--- config.mk ---
export PLATFORM = sky130hd
export DESIGN_NAME = stat_window_eval
export DESIGN_NICKNAME = d
export VERILOG_FILES = /design/src/rtl/stat_window_eval.sv
export SDC_FILE = /design/constraint.sdc
export NUM_CORES = 1
export LEC_CHECK = 0
export CORE_MARGIN = 2
export CORE_UTILIZATION = 25
export DETAILED_ROUTE_END_ITERATION = 8
export PLACE_DENSITY = 0.42
export SLEW_MARGIN = 20
export SYNTH_ARGS = -nofsm -noshare
export SYNTH_HDL_FRONTEND = slang
export SYNTH_SLANG_ARGS = --single-unit
--- constraint.sdc ---
create_clock -name clk -period 4.8 [get_ports clk]
set_input_delay 1.2 -clock clk [delete_from_list [all_inputs] [get_ports clk]]
set_output_delay 1.2 -clock clk [all_outputs]
set_load 0.05 [all_outputs]
--- src/rtl/stat_window_eval.sv ---
// Window statistics evaluator: sums per-word stats over 2^WIN_LOG2 words, checks thresholds, reports via valid/ready.
// Optional macro STAT_WIN_AUTO_RESTART_EN: restart the next window right after an accepted report.
module stat_window_eval #(
  parameter int WORD_SIZE = 256,
  parameter int BIT_RES   = $clog2(WORD_SIZE),
  parameter int WIN_LOG2  = 10,
  parameter int ACC_W     = BIT_RES + WIN_LOG2
) (
  input  logic               clk,
  input  logic               rst_n,
  input  logic               start,
  input  logic               stat_valid,
  input  logic [BIT_RES-1:0] ones,
  input  logic [BIT_RES-1:0] change_sign_count,
  input  logic [BIT_RES-1:0] ones_max_len,
  input  logic [BIT_RES-1:0] zeros_max_len,
  input  logic [ACC_W-1:0]   ones_sum_lo,
  input  logic [ACC_W-1:0]   ones_sum_hi,
  input  logic [ACC_W-1:0]   chg_sum_lo,
  input  logic [BIT_RES-1:0] run_limit,
  output logic               busy,
  output logic [WIN_LOG2-1:0] word_cnt,
  output logic               rpt_valid,
  input  logic               rpt_ready,
  output logic [ACC_W-1:0]   rpt_ones_sum,
  output logic [ACC_W-1:0]   rpt_chg_sum,
  output logic [BIT_RES-1:0] rpt_max_run,
  output logic [2:0]         rpt_fail_flags,
  output logic               rpt_fail,
  output logic               overrun,
  output logic [1:0]         dbg_state
);

  typedef enum logic [1:0] {
    S_IDLE   = 2'd0,
    S_ACCUM  = 2'd1,
    S_EVAL   = 2'd2,
    S_REPORT = 2'd3
  } state_t;

  // Report handshake: a report transfers on any cycle with rpt_valid & rpt_ready;
  // rpt_valid never drops and rpt_* never change before that cycle.
  state_t               r_state;
  state_t               w_next;
  logic [ACC_W-1:0]     r_ones_acc;
  logic [ACC_W-1:0]     r_chg_acc;
  logic [BIT_RES-1:0]   r_max_run;
  logic [WIN_LOG2-1:0]  r_word_cnt;
  logic                 r_overrun;
  logic [ACC_W-1:0]     r_rpt_ones;
  logic [ACC_W-1:0]     r_rpt_chg;
  logic [BIT_RES-1:0]   r_rpt_max;
  logic [2:0]           r_rpt_flags;
  logic                 r_rpt_fail;
  logic                 w_last;
  logic [BIT_RES-1:0]   w_run_max;
  logic [2:0]           w_flags;

  assign w_last = (r_word_cnt == {WIN_LOG2{1'b1}});

  always_comb begin
    w_run_max = r_max_run;
    if (ones_max_len > w_run_max)  w_run_max = ones_max_len;
    if (zeros_max_len > w_run_max) w_run_max = zeros_max_len;
  end

  always_comb begin
    w_flags    = 3'b000;
    w_flags[0] = (r_ones_acc < ones_sum_lo) || (r_ones_acc > ones_sum_hi);
    w_flags[1] = (r_max_run > run_limit);
    w_flags[2] = (r_chg_acc < chg_sum_lo);
  end

  always_comb begin
    w_next = r_state;
    case (r_state)
      S_IDLE:   if (start) w_next = S_ACCUM;
      S_ACCUM:  if (stat_valid && w_last) w_next = S_EVAL;
      S_EVAL:   w_next = S_REPORT;
      S_REPORT: begin
        if (rpt_ready) begin
`ifdef STAT_WIN_AUTO_RESTART_EN
          w_next = S_ACCUM;
`else
          w_next = S_IDLE;
`endif
        end
      end
      default:  w_next = S_IDLE;
    endcase
  end

  always_ff @(posedge clk or negedge rst_n) begin
    if (!rst_n) r_state <= S_IDLE;
    else        r_state <= w_next;
  end

  always_ff @(posedge clk or negedge rst_n) begin
    if (!rst_n) begin
      r_ones_acc  <= '0;
      r_chg_acc   <= '0;
      r_max_run   <= '0;
      r_word_cnt  <= '0;
      r_overrun   <= 1'b0;
      r_rpt_ones  <= '0;
      r_rpt_chg   <= '0;
      r_rpt_max   <= '0;
      r_rpt_flags <= 3'b000;
      r_rpt_fail  <= 1'b0;
    end else begin
      case (r_state)
        S_IDLE: begin
          if (start) begin
            r_ones_acc <= '0;
            r_chg_acc  <= '0;
            r_max_run  <= '0;
            r_word_cnt <= '0;
            r_overrun  <= 1'b0;
          end
        end
        S_ACCUM: begin
          // word_cnt wraps to 0 naturally on the last word of the window
          if (stat_valid) begin
            r_ones_acc <= r_ones_acc + {{(ACC_W-BIT_RES){1'b0}}, ones};
            r_chg_acc  <= r_chg_acc + {{(ACC_W-BIT_RES){1'b0}}, change_sign_count};
            r_max_run  <= w_run_max;
            r_word_cnt <= r_word_cnt + 1'b1;
          end
        end
        S_EVAL: begin
          r_rpt_ones  <= r_ones_acc;
          r_rpt_chg   <= r_chg_acc;
          r_rpt_max   <= r_max_run;
          r_rpt_flags <= w_flags;
          r_rpt_fail  <= |w_flags;
        end
        S_REPORT: begin
`ifdef STAT_WIN_AUTO_RESTART_EN
          if (rpt_ready) begin
            r_ones_acc <= '0;
            r_chg_acc  <= '0;
            r_max_run  <= '0;
            r_word_cnt <= '0;
          end
`endif
        end
        default: ;
      endcase
      if (stat_valid && (r_state == S_EVAL || r_state == S_REPORT))
        r_overrun <= 1'b1;
    end
  end

  assign busy           = (r_state != S_IDLE);
  assign word_cnt       = r_word_cnt;
  assign rpt_valid      = (r_state == S_REPORT);
  assign rpt_ones_sum   = r_rpt_ones;
  assign rpt_chg_sum    = r_rpt_chg;
  assign rpt_max_run    = r_rpt_max;
  assign rpt_fail_flags = r_rpt_flags;
  assign rpt_fail       = r_rpt_fail;
  assign overrun        = r_overrun;
  assign dbg_state      = r_state;

endmodule

; Word-level counts from Yosys, hierarchy flattened
; Index checks and enable logic that the tools add are counted.
[word_totals]
regBits = 105
latchBits = 0
ram_bits = 0
mem_bits_ro = 0
output_inout_bits = 63
wordCells = 61
memories = 0
[classes]
addsub = 3
mul = 0
div_mod_pow = 0
magnitude_cmp = 6
eq_ne = 8
n_shift = 0
mux = 20
bitwise_logic = 0
reduce_logical = 13
[ops]
columns = op, count
row1 = 18-bit one-hot mux with 2 select lines, 2
row2 = 18-bit two-way mux, 3
row3 = 18-bit by 8-bit adder with 18-bit output, 2
row4 = 18-bit less-than comparator, 2
row5 = 8-bit two-way mux, 4
row6 = 8-bit > comparator, 3
row7 = 10-bit two-way mux, 2
row8 = 10-bit one-hot mux with 2 select lines, 1
row9 = 18-bit > comparator, 1
row10 = 8-bit one-hot mux with 2 select lines, 1
row11 = 10-bit by 1-bit adder with 10-bit output (second input constant), 1
row12 = 10-bit equality test (second input constant), 1
row13 = 2-bit one-hot mux with 4 select lines, 1
row14 = 2-bit nonzero test, 4
row15 = 2-bit two-way mux, 3
row16 = 2-bit != test (second input constant), 3
row17 = 3-bit AND reduction, 2
row18 = 2-bit equality test (second input constant), 2
row19 = 1-bit two-way mux, 3
row20 = 3-bit OR reduction, 1
row21 = 2-bit by 1-bit equality test with 1-bit output (second input constant), 1
row22 = 1-bit logical AND, 2
row23 = 2-bit zero test, 1
row24 = 1-bit logical OR, 2
row25 = 2 further kinds, 2

; Depth between registers and ports, before layout
; Gate-level depths: netlist of run 1.
[depth]
depth_word = 6
depth_mapped = 15
ltp_nobuf = 14

; Worst setup path before layout of run 1
; No wires, ideal clock.
[synth_path]
kind = input -> register
startpoint = input ones_max_len[7]
endpoint = register r_max_run[6]
arrival_time_ns = 3.805
t_required_ns = 4.713
slack_ns = 0.908
stages = 14
n_path_buf = 1
cell_sequence = ha_1 > nand4_1 > nor2_1 > a211o_1 > nand3_1 > and2_1 > ha_1 > a21o_1 > a21o_1 > a21oi_1 > nor2_1 > clkbuf_1 > a211o_1 > o211ai_1
[synth_via]
elab_chain_len = 6
[synth_lines]
columns = item, line_no
row1 = "start, declared", 15  ; input logic [BIT_RES-1:0] ones_max_len,
row2 = 8-bit > comparator, 63  ; if (ones_max_len > w_run_max) w_run_max = ones_max_len;
row3 = 8-bit two-way mux *, 63
row4 = 8-bit > comparator, 64  ; if (zeros_max_len > w_run_max) w_run_max = zeros_max_len;
row5 = 8-bit two-way mux *, 64
row6 = 8-bit two-way mux *, 123  ; if (stat_valid) begin
row7 = 8-bit one-hot mux with 2 select lines *, 111  ; case (r_state)
row8 = "end signal, assigned", 126  ; r_max_run <= w_run_max;
row9 = "end, declared", 47  ; logic [BIT_RES-1:0] r_max_run;
; Mark *: on every way between the ends. The rest lies on a longest branch, timed or not. The select of a mux whose other input is x is not followed.
; A chain may end at the register's enable or synchronous reset.

; Worst setup path in the final report of run 1
[layout_path]
startpoint = input ones_max_len[7]
endpoint = register r_max_run[5]
; Same word-level chain as after synthesis.

==> results of run 1 <==
-- routing by layer --
| metal | track usage (%) | part of all wire (%) |
|---|---|---|
| met1 | 18.9 | 48 |
| met2 | 22.8 | 45 |
| met3 | 4.06 | 5.6 |
| met4 | 4.03 | 1.9 |
| met5 | 0 | 0.052 |
-- stage by stage --
step | setup WS, ns | TNS, ns
global route | 0.0664 | 0
floorplan | 0.908 | 0
detailed placement | -0.224 | -1.72
finish | 0.273 | 0
CTS | 0.131 | 0
global placement | -0.161 | -1.24
-- cells by family (layout without fill, tap and decap cells) --
| logic type | count (synthesis) | after routing | share of synthesized area, % |
|---|---|---|---|
| buffers and inverters | 105 | 271 | 5.74 |
| AND/OR/NAND/NOR | 193 | 193 | 13.7 |
| other | 0 | 1 | 0 |
| XOR/XNOR | 31 | 31 | 3.79 |
| flip-flops | 105 | 105 | 36.7 |
| AO/OA/AOI/OAI | 151 | 151 | 14.3 |
| multiplexers | 52 | 52 | 8.17 |
| adder cells (fa/ha/maj) | 100 | 100 | 17.7 |
-- layout make-up --
cell class	instances	share of cell area (%)
clock buffer	10	2.40
timing repair buffer	171	17.7
inverter	85	3.35
multi-input combinational	527	43.5
tap	378	4.96
clock inverter	5	0.604
antenna	1	0.0262
sequential	105	27.6
-- flip-flops by register name (all words and copies together), names as in the netlist --
signal / count
rpt_ones_sum: 18
dbg_state: 2
overrun: 1
r_ones_acc: 18
rpt_chg_sum: 18
r_chg_acc: 18
r_max_run: 8
rpt_max_run: 8
word_cnt: 10
rpt_fail: 1
rpt_fail_flags: 3
-- power groups by stage --
stage          clock network [mW]  registers, mW  logic (mW)
4_1_cts                     0.799           1.30        1.62
5_1_grt                     0.824           1.33        1.85
2_1_floorplan                   0           1.27        1.11
6_report                    0.757           1.29        1.61
3_5_place_dp                    0           1.32        1.61
3_3_place_gp                    0           1.32        1.60
-- cell usage in the layout (no fill, tap or decap), types with 7 or more instances in the layout --
master	count
nor2b_1	9
a211o_1	9
nor2_1	37
o2111ai_1	9
and3_1	7
dfrtp_1	105
mux2_2	45
nand4_1	17
nand3_1	26
o211ai_1	10
a21oi_1	31
or3_1	8
buf_4	11
ha_1	97
clkbuf_16	9
clkdlybuf4s50_1	160
o21ai_0	40
xor2_1	16
and2_1	10
nor3b_1	9
a21o_1	16
xnor2_1	15
inv_1	85
nand2_1	49
-- worst paths after layout --
check / from / endpoint / slack (ns) / depth (start not counted)
worst max-delay path: ones_max_len[7] / r_max_run[5] / 0.27 / 14
worst min-delay path: overrun / overrun / 0.47 / 2
worst max register to register: r_max_run[7] / r_max_run[5] / 1.07 / 14
worst min register to register: overrun / overrun / 0.47 / 2
max in group asynchronous: rst_n / word_cnt[3] / 2.97 / 2
min in group asynchronous: rst_n / rpt_max_run[2] / 0.91 / 1
-- critical path, stage by stage --
cell and delay (ns):
clkdlybuf4s50_1 0.47, ha_1 0.34, nand4_1 0.19, nor2_1 0.26, a211o_1 0.33, nand3_1 0.14, and2_1 0.18, ha_1 0.28
nor2b_1 0.13, o21a_1 0.11, o21ai_0 0.12, a211oi_4 0.69, o2111ai_1 0.19, o211ai_1 0.14
-- what timing repair did --
item / in CTS / in global routing
hold endpoints to repair: 0 / 0
setup endpoints to repair: 0 / 8
gates resized for setup: 0 / 2
==> flow_summary.toml, run 1 <==
[synth]
yosys.area.top_type_share_pct = 36.7
yosysMostFrequentCell = "dfrtp_1"
synth_area_leader_cell = "dfrtp_1"
synth_cells = 737
synthTopCellsByArea = "dfrtp_1 37%, ha_1 17%, mux2_2 7.1%, inv_1 4.5%, o21ai_0 2.8%"
syn-cell-area_um2 = 7170
yosys_warnings = 0
syn_avg_cell_area_um2 = 9.73
synth.top_cells.by_count = "105 x dfrtp_1, 98 x ha_1, 85 x inv_1, 49 x nand2_1, 45 x mux2_2"
ys_seq_elements = 105
yosysSeqAreaShare_pct = 36.7
postSynth.asyncResetShare_pct = 100
syn_nets = 936
synthFlopType = "dfrtp_1"
yosysUniqueCellTypes = 55
synth_edf_count = 0

[job]
drv_cap = 0

[routing]
wl_mm = 21.1
routedWlPerCell_um = 16.5
vias = 5834
first_pass_iters = 4
drc_errors = 0
initialDrtViolationCount = 192
viasPerCell = 4.55
ant_nets = 0

[final_layout]
final_core_utilization_pct = 34.0
fin_area_um2 = 9540
register_area_um2 = 2630
layout.cells.non_filler = 1282
nets = 1098
drive_gt1_share_pct = 8.97
fillerInstances = 2889
area_delta_synth_final_pct = 33.0
multi_input_area_um2 = 4140

[power_and_ir_drop]
netSwitchingFraction_pct = 40.7
pwr-share-comb_pct = 43.9
pwr-share-clk_pct = 20.7
switchingPower_mw = 1.49
p_int_mw = 2.17
seqPwrFrac_pct = 35.4
p_per_area_nw_per_um2 = 384
ir_drop_mv = 0.186
p_total_mw = 3.66
leakage_nw = 4.51

[cts]
cts_max_level = 3
root_buffer = "clkbuf_16"
cts_tree = "built"
clock_sink_count = 105
insertion_delay_ns = 0.35
cts.clk_slew.worst_paths_ns = 0.07
clockBufferDepth = 2
holdBufCountCts = 0
numCtsBuffers = 9
post_cts_buffers = 0

[floorplanning]
die_h_um = 173
io_pins = 162
die_w_um = 173
start_util_pct = 25.6
rows = 61
dieArea_um2 = 30000
core-area_um2 = 28000

[outcome]
status = "finished clean"

[timing]
period_share_pct = 94.3
relSlewSlack_pct = 35.4
fin_skew_ns = 0.00623
hold_ws_ns = 0.475
rsz0062_at_grt = "false"
final-hold-violation-count = 0
period_minus_slack_ns = 4.53
setup_viol = 0
final_max_slew_viol_count = 0
worstMarginPinSlew_ns = 0.968
fmax_mhz = 221

[setup_path]
critical_path.endpoint_type = "flip-flop"
worstPathArrival_ns = 4.79
start_kind = "primary input"
crit_required_ns = 5.06
critical_path_peak_fanout = 16
critPathKind = "in2reg"

[placed_design]
dpl.hpwl_mm = 16.2
place_inst = 1266
routabilityCongestion = 0.820
placed_area_um2 = 9240
portBuffers = 161

[global_routing]
grt_remaining_overflow = 0
antenna_found_initial = 2
grt_first_pass_wirelength_mm = 33.9
grt_use_total_pct = 14.3
grt_max_degree = 56
grt_pass1_vias = 6063

[hold_path]
hold_class = "reg2reg"
Power figures use the tool's default switching activity.
==> run 2: changes to the inputs <==
--- a/config.mk
+++ b/config.mk
@@ -5,6 +5,7 @@
 export SDC_FILE = /design/constraint.sdc
 export NUM_CORES = 1
 export LEC_CHECK = 0
+export CAP_MARGIN = 25
 export CORE_MARGIN = 2
 export CORE_UTILIZATION = 25
 export DETAILED_ROUTE_END_ITERATION = 8
==> run 2 against run 1 <==
Combinational power about the same. Clock skew increased by 0.0010 ns. Worst setup slack improved by 0.061 ns. Sequential share of layout area decreased by 0.058 points. Clock power about the same. Register-to-register slack improved by 0.07 ns. Maximum frequency increased by 1.4%. Cell count increased by 0.23%. Critical path type unchanged. Largest power group unchanged.
==> flow_summary.toml, run 2 (synthesized netlist as in run 1, its figures left out) <==
[final_layout]
nets = 1101
final_cell_mix = "160 x clkdlybuf4s50_1, 105 x dfrtp_1, 97 x ha_1"
fin_area_um2 = 9560
final_core_utilization_pct = 34.1
fillerInstances = 2887
layout.cells.non_filler = 1285
area_delta_synth_final_pct = 33.3
layout_commonest_cell = "clkdlybuf4s50_1"
drive_gt1_share_pct = 9.16

[power_and_ir_drop]
leakage_nw = 4.52
p_int_mw = 2.18
seqPwrFrac_pct = 35.3
pwr-share-clk_pct = 20.7
switchingPower_mw = 1.48
p_per_area_nw_per_um2 = 383
netSwitchingFraction_pct = 40.5
pwr-share-comb_pct = 43.9
ir_drop_mv = 0.186
p_total_mw = 3.66

[setup_path]
critical_path_peak_fanout = 10
critPathKind = "in2reg"
r2r_setup_slack_ns = 1.14
critical_path.endpoint_type = "flip-flop"
crit_path_start = "ones_max_len[7]"
start_kind = "primary input"
crit_required_ns = 5.06
timing.rr.start = "r_max_run[7]"
worstPathArrival_ns = 4.72

[timing]
worstMarginPinSlew_ns = 0.856
rsz0062_at_grt = "false"
final_max_slew_viol_count = 0
finalSetupTns_ns = 0
hold_ws_ns = 0.477
fin_skew_ns = 0.00723
period_minus_slack_ns = 4.47
finalWorstSetupSlack_ns = 0.334
fmax_mhz = 224
relSlewSlack_pct = 43.0
final-hold-violation-count = 0
setup_viol = 0
period_share_pct = 93.0

[cts]
insertion_delay_ns = 0.35
cts_max_level = 3
numCtsBuffers = 9
cts_resized = 0
root_buffer = "clkbuf_16"
cts.clk_slew.worst_paths_ns = 0.07
clockBufferDepth = 2
post_cts_buffers = 0
holdBufCountCts = 0
cts_tree = "built"
clock_sink_count = 105

[global_routing]
grt_first_pass_wirelength_mm = 33.9
grt_max_degree = 56
use_met3_pct = 4.06
grt.busiest_layer = "met2"
grt_use_met1_pct = 18.9
antenna_found_initial = 2
grt_remaining_overflow = 0
grt_pass1_vias = 6063
grt_use_total_pct = 14.3
use_met2_pct = 22.8

[floorplanning]
rows = 61
start_util_pct = 25.6
die_w_um = 173
core-area_um2 = 28000
io_pins = 162
die_h_um = 173
dieArea_um2 = 30000

[placed_design]
dp_slack_ns = -0.224
placed_area_um2 = 9240
place_inst = 1266
routabilityCongestion = 0.820
dpl.hpwl_mm = 16.2
portBuffers = 161

[routing]
viasPerCell = 4.54
initialDrtViolationCount = 193
first_pass_iters = 4
vias = 5828
ant_nets = 0
drc_errors = 0
routedWlPerCell_um = 16.4
wl_mm = 21.1

[job]
drv_cap = 0

[hold_path]
hold_class = "reg2reg"
hp-start = "overrun"

[outcome]
status = "finished clean"
## run 2: cell type report
| cell class | instances | area, um^2 | area share (%) |
|---|---|---|---|
| diodes | 1 | 2.50 | 0.0262 |
| clock buffers | 10 | 229 | 2.40 |
| clock inverters | 5 | 57.6 | 0.602 |
| inverters | 85 | 319 | 3.34 |
| multi-input cells | 527 | 4130 | 43.3 |
| flip-flops and latches | 105 | 2630 | 27.5 |
| well taps | 378 | 473 | 4.95 |
| repair buffers | 174 | 1710 | 17.9 |
## run 2: final timing paths
check / end / cells past startpoint
setup / recovery: r_max_run[2] / 15
hold / removal: overrun / 2
setup reg to reg: r_max_run[2] / 15
hold reg to reg: overrun / 2
max in group asynchronous: word_cnt[3] / 2
min in group asynchronous: rpt_max_run[2] / 1
## run 2: power by group through the flow
stage | sequential, mW | clock [mW] | combinational (mW)
2_1_floorplan | 1.27 | 0 | 1.11
4_1_cts | 1.30 | 0.799 | 1.62
3_3_place_gp | 1.32 | 0 | 1.60
6_report | 1.29 | 0.758 | 1.61
3_5_place_dp | 1.32 | 0 | 1.61
5_1_grt | 1.33 | 0.824 | 1.85
## run 2: metal layers
layer | wire length [um] | vias up | part of all wire [%]
met1 | 10000 | 2729 | 47
li1 | - | 2949 | -
met3 | 1200 | 22 | 5.7
met2 | 9490 | 126 | 45
met4 | 399 | 2 | 1.9
met5 | 11 | - | 0.052
## run 2: worst max-delay path, stage by stage
cell	delay, ns
clkdlybuf4s50_1	0.46
ha_1	0.34
nand4_1	0.19
nor2_1	0.26
a211o_1	0.31
nand3_1	0.14
and2_1	0.18
ha_1	0.28
nor2b_1	0.13
o21a_1	0.11
o21ai_0	0.08
a211oi_2	0.50
buf_4	0.27
o2111ai_1	0.11
o211ai_1	0.14
==> run 3: changes to the inputs <==
--- a/config.mk
+++ b/config.mk
@@ -9,7 +9,7 @@
 export CORE_MARGIN = 2
 export CORE_UTILIZATION = 25
 export DETAILED_ROUTE_END_ITERATION = 8
-export PLACE_DENSITY = 0.42
+export PLACE_DENSITY = 0.52
 export SLEW_MARGIN = 20
 export SYNTH_ARGS = -nofsm -noshare
 export SYNTH_HDL_FRONTEND = slang
==> constraint.sdc (replaced) <==
create_clock -name clk -period 3.9 [get_ports clk]
set_input_delay 0.975 -clock clk [delete_from_list [all_inputs] [get_ports clk]]
set_output_delay 0.975 -clock clk [all_outputs]
set_load 0.05 [all_outputs]
==> run 3 against run 2 <==
Power increased by 36%. Register-to-register slack worse by 0.66 ns. Wire length up 0.35%. Critical path depth rose by 2. Global-route usage decreased by 0.19 points. Highest routed layer unchanged. Utilization rose by 1.9 points. Combinational power increased by 50%. Sequential share of layout area fell by 1.5 points. Flip-flop and latch count unchanged. Sequential power increased by 20%. Clock skew shrank 0.0011 ns. Worst setup slack worse by 0.18 ns.
==> flow_summary.toml, run 3 (synthesized netlist as in run 1, its figures left out) <==
[timing]
period_share_pct = 95.9
final-hold-violation-count = 0
relSlewSlack_pct = 42.3
fin_skew_ns = 0.00613
fmax_mhz = 267
rsz0062_at_grt = "false"
final_max_slew_viol_count = 0
worstMarginPinSlew_ns = 0.864
period_minus_slack_ns = 3.74
setup_viol = 0

[setup_path]
critical_path_peak_fanout = 5
crit_chain = "dlymetal6s2s_1 > ha_1 > nor2b_1 > o211ai_1 > buf_4 > a211o_1 > buf_6 > nand3_1 > and2_1 > ha_1 > nand4_1 > buf_4 > nor2_4 > a211oi_4 > buf_4 > a211o_1 > o211ai_1"
cpMostUsedCell = "buf_4"
start_kind = "primary input"
slowest_stage = "o211ai_1"
worstPathArrival_ns = 4.01
critical_path.endpoint_type = "flip-flop"
critPathKind = "in2reg"
crit_required_ns = 4.16
slowest_delay_ns = 0.30

[cts]
clock_sink_count = 105
numCtsBuffers = 9
root_buffer = "clkbuf_16"
clockBufferDepth = 2
insertion_delay_ns = 0.35
cts_max_level = 3
cts.clk_slew.worst_paths_ns = 0.07
holdBufCountCts = 0
cts_tree = "built"

[floorplanning]
die_w_um = 173
core-area_um2 = 28000
rows = 61
dieArea_um2 = 30000
io_pins = 162
start_util_pct = 25.6
die_h_um = 173

[placed_design]
placed_area_um2 = 9480
portBuffers = 161
routabilityCongestion = 0.835
dpl.hpwl_mm = 16.2
place_inst = 1297

[global_routing]
grt_remaining_overflow = 0
grt_max_degree = 60
antenna_found_initial = 2
grt_pass1_vias = 6415
grt_use_total_pct = 14.1
grt_first_pass_wirelength_mm = 33.9

[final_layout]
final_core_utilization_pct = 36.0
layout_commonest_cell = "clkdlybuf4s50_1"
area_delta_synth_final_pct = 40.8
layout.cells.non_filler = 1322
final_cell_mix = "152 x clkdlybuf4s50_1, 105 x dfrtp_1, 90 x ha_1"
nets = 1137
fin_area_um2 = 10100
drive_gt1_share_pct = 14.8

[power_and_ir_drop]
p_per_area_nw_per_um2 = 494
leakage_nw = 4.82
ir_drop_mv = 0.227

[routing]
viasPerCell = 4.59
initialDrtViolationCount = 187
ant_nets = 0
drc_errors = 0
vias = 6064
wl_mm = 21.2
first_pass_iters = 4
routedWlPerCell_um = 16.0

[outcome]
status = "finished clean"

[job]
drv_cap = 0

[hold_path]
hold_class = "reg2reg"
run 3: cell count changes in the layout (fill, tap and decap cells not counted), moves of 3 or more:
cell and delta:
clkdlybuf4s50_1 -8, nor2_1 -3, buf_4 +28, buf_6 +7
nor2_4 +3, ha_4 +7, dlymetal6s2s_1 +8, o21ai_0 -4
ha_1 -7
run 3: power by group:
group	leakage, nW	switching, mW	total [mW]	internal [mW]
combinational	3.28	1.25	2.41	1.17
clock	0.159	0.441	1.02	0.584
sequential	1.38	0.271	1.55	1.27
run 3: per-stage QoR:
| stage | setup TNS, ns | setup slack (ns) | hold WS, ns | power, mW |
|---|---|---|---|---|
| after floorplan | 0 | 0.233 | 0.482 | 2.93 |
| after global placement | -5.25 | -0.659 | 0.474 | 3.75 |
| after detailed placement | -6.02 | -0.758 | 0.483 | 3.78 |
| after CTS | 0 | 0.0132 | 0.507 | 4.87 |
| after global routing | 0 | 0.00542 | 0.536 | 5.40 |
| final | 0 | 0.159 | 0.498 | 4.98 |
run 3: worst max-delay path: cells and delay by family:
| kind | cells | cell delay [ns] |
|---|---|---|
| AND/OR/NAND/NOR | 5 | 0.72 |
| AO/OA/AOI/OAI | 5 | 0.94 |
| adder cells (fa/ha/maj) | 2 | 0.58 |
| buffers and inverters | 5 | 0.81 |
run 3: final timing paths:
| path | slack [ns] | cells after the start | to | startpoint |
|---|---|---|---|---|
| max | 0.16 | 17 | r_max_run[0] | ones_max_len[1] |
| min | 0.50 | 2 | overrun | overrun |
| max reg2reg | 0.48 | 17 | r_max_run[0] | r_max_run[1] |
| min reg2reg | 0.50 | 2 | overrun | overrun |
| max in group asynchronous | 2.50 | 2 | r_chg_acc[4] | rst_n |
| min in group asynchronous | 0.63 | 1 | rpt_max_run[5] | rst_n |
run 3: routing by layer:
metal	vias up	routed length (um)	global-route usage, %
met5	-	16	0
met4	2	330	3.53
met3	18	1170	3.79
met2	127	9940	24.1
met1	2896	9730	17.7
li1	3021	-	-
run 3: cell type report:
type | count | area, um^2
fillers | 2859 | 17900
well taps | 378 | 473
clock inverters | 6 | 90.1
inverters | 85 | 319
multi-input cells | 528 | 4310
flip-flops and latches | 105 | 2630
diodes | 1 | 2.50
clock buffers | 10 | 239
repair buffers | 209 | 2030
run 3: what timing repair did:
item / in CTS / in global routing
pin swaps: 4 / 21
endpoints found under the setup margin: 8 / 8
resized for setup: 8 / 38
buffers inserted: 2 / 4
gates cloned: 0 / 2
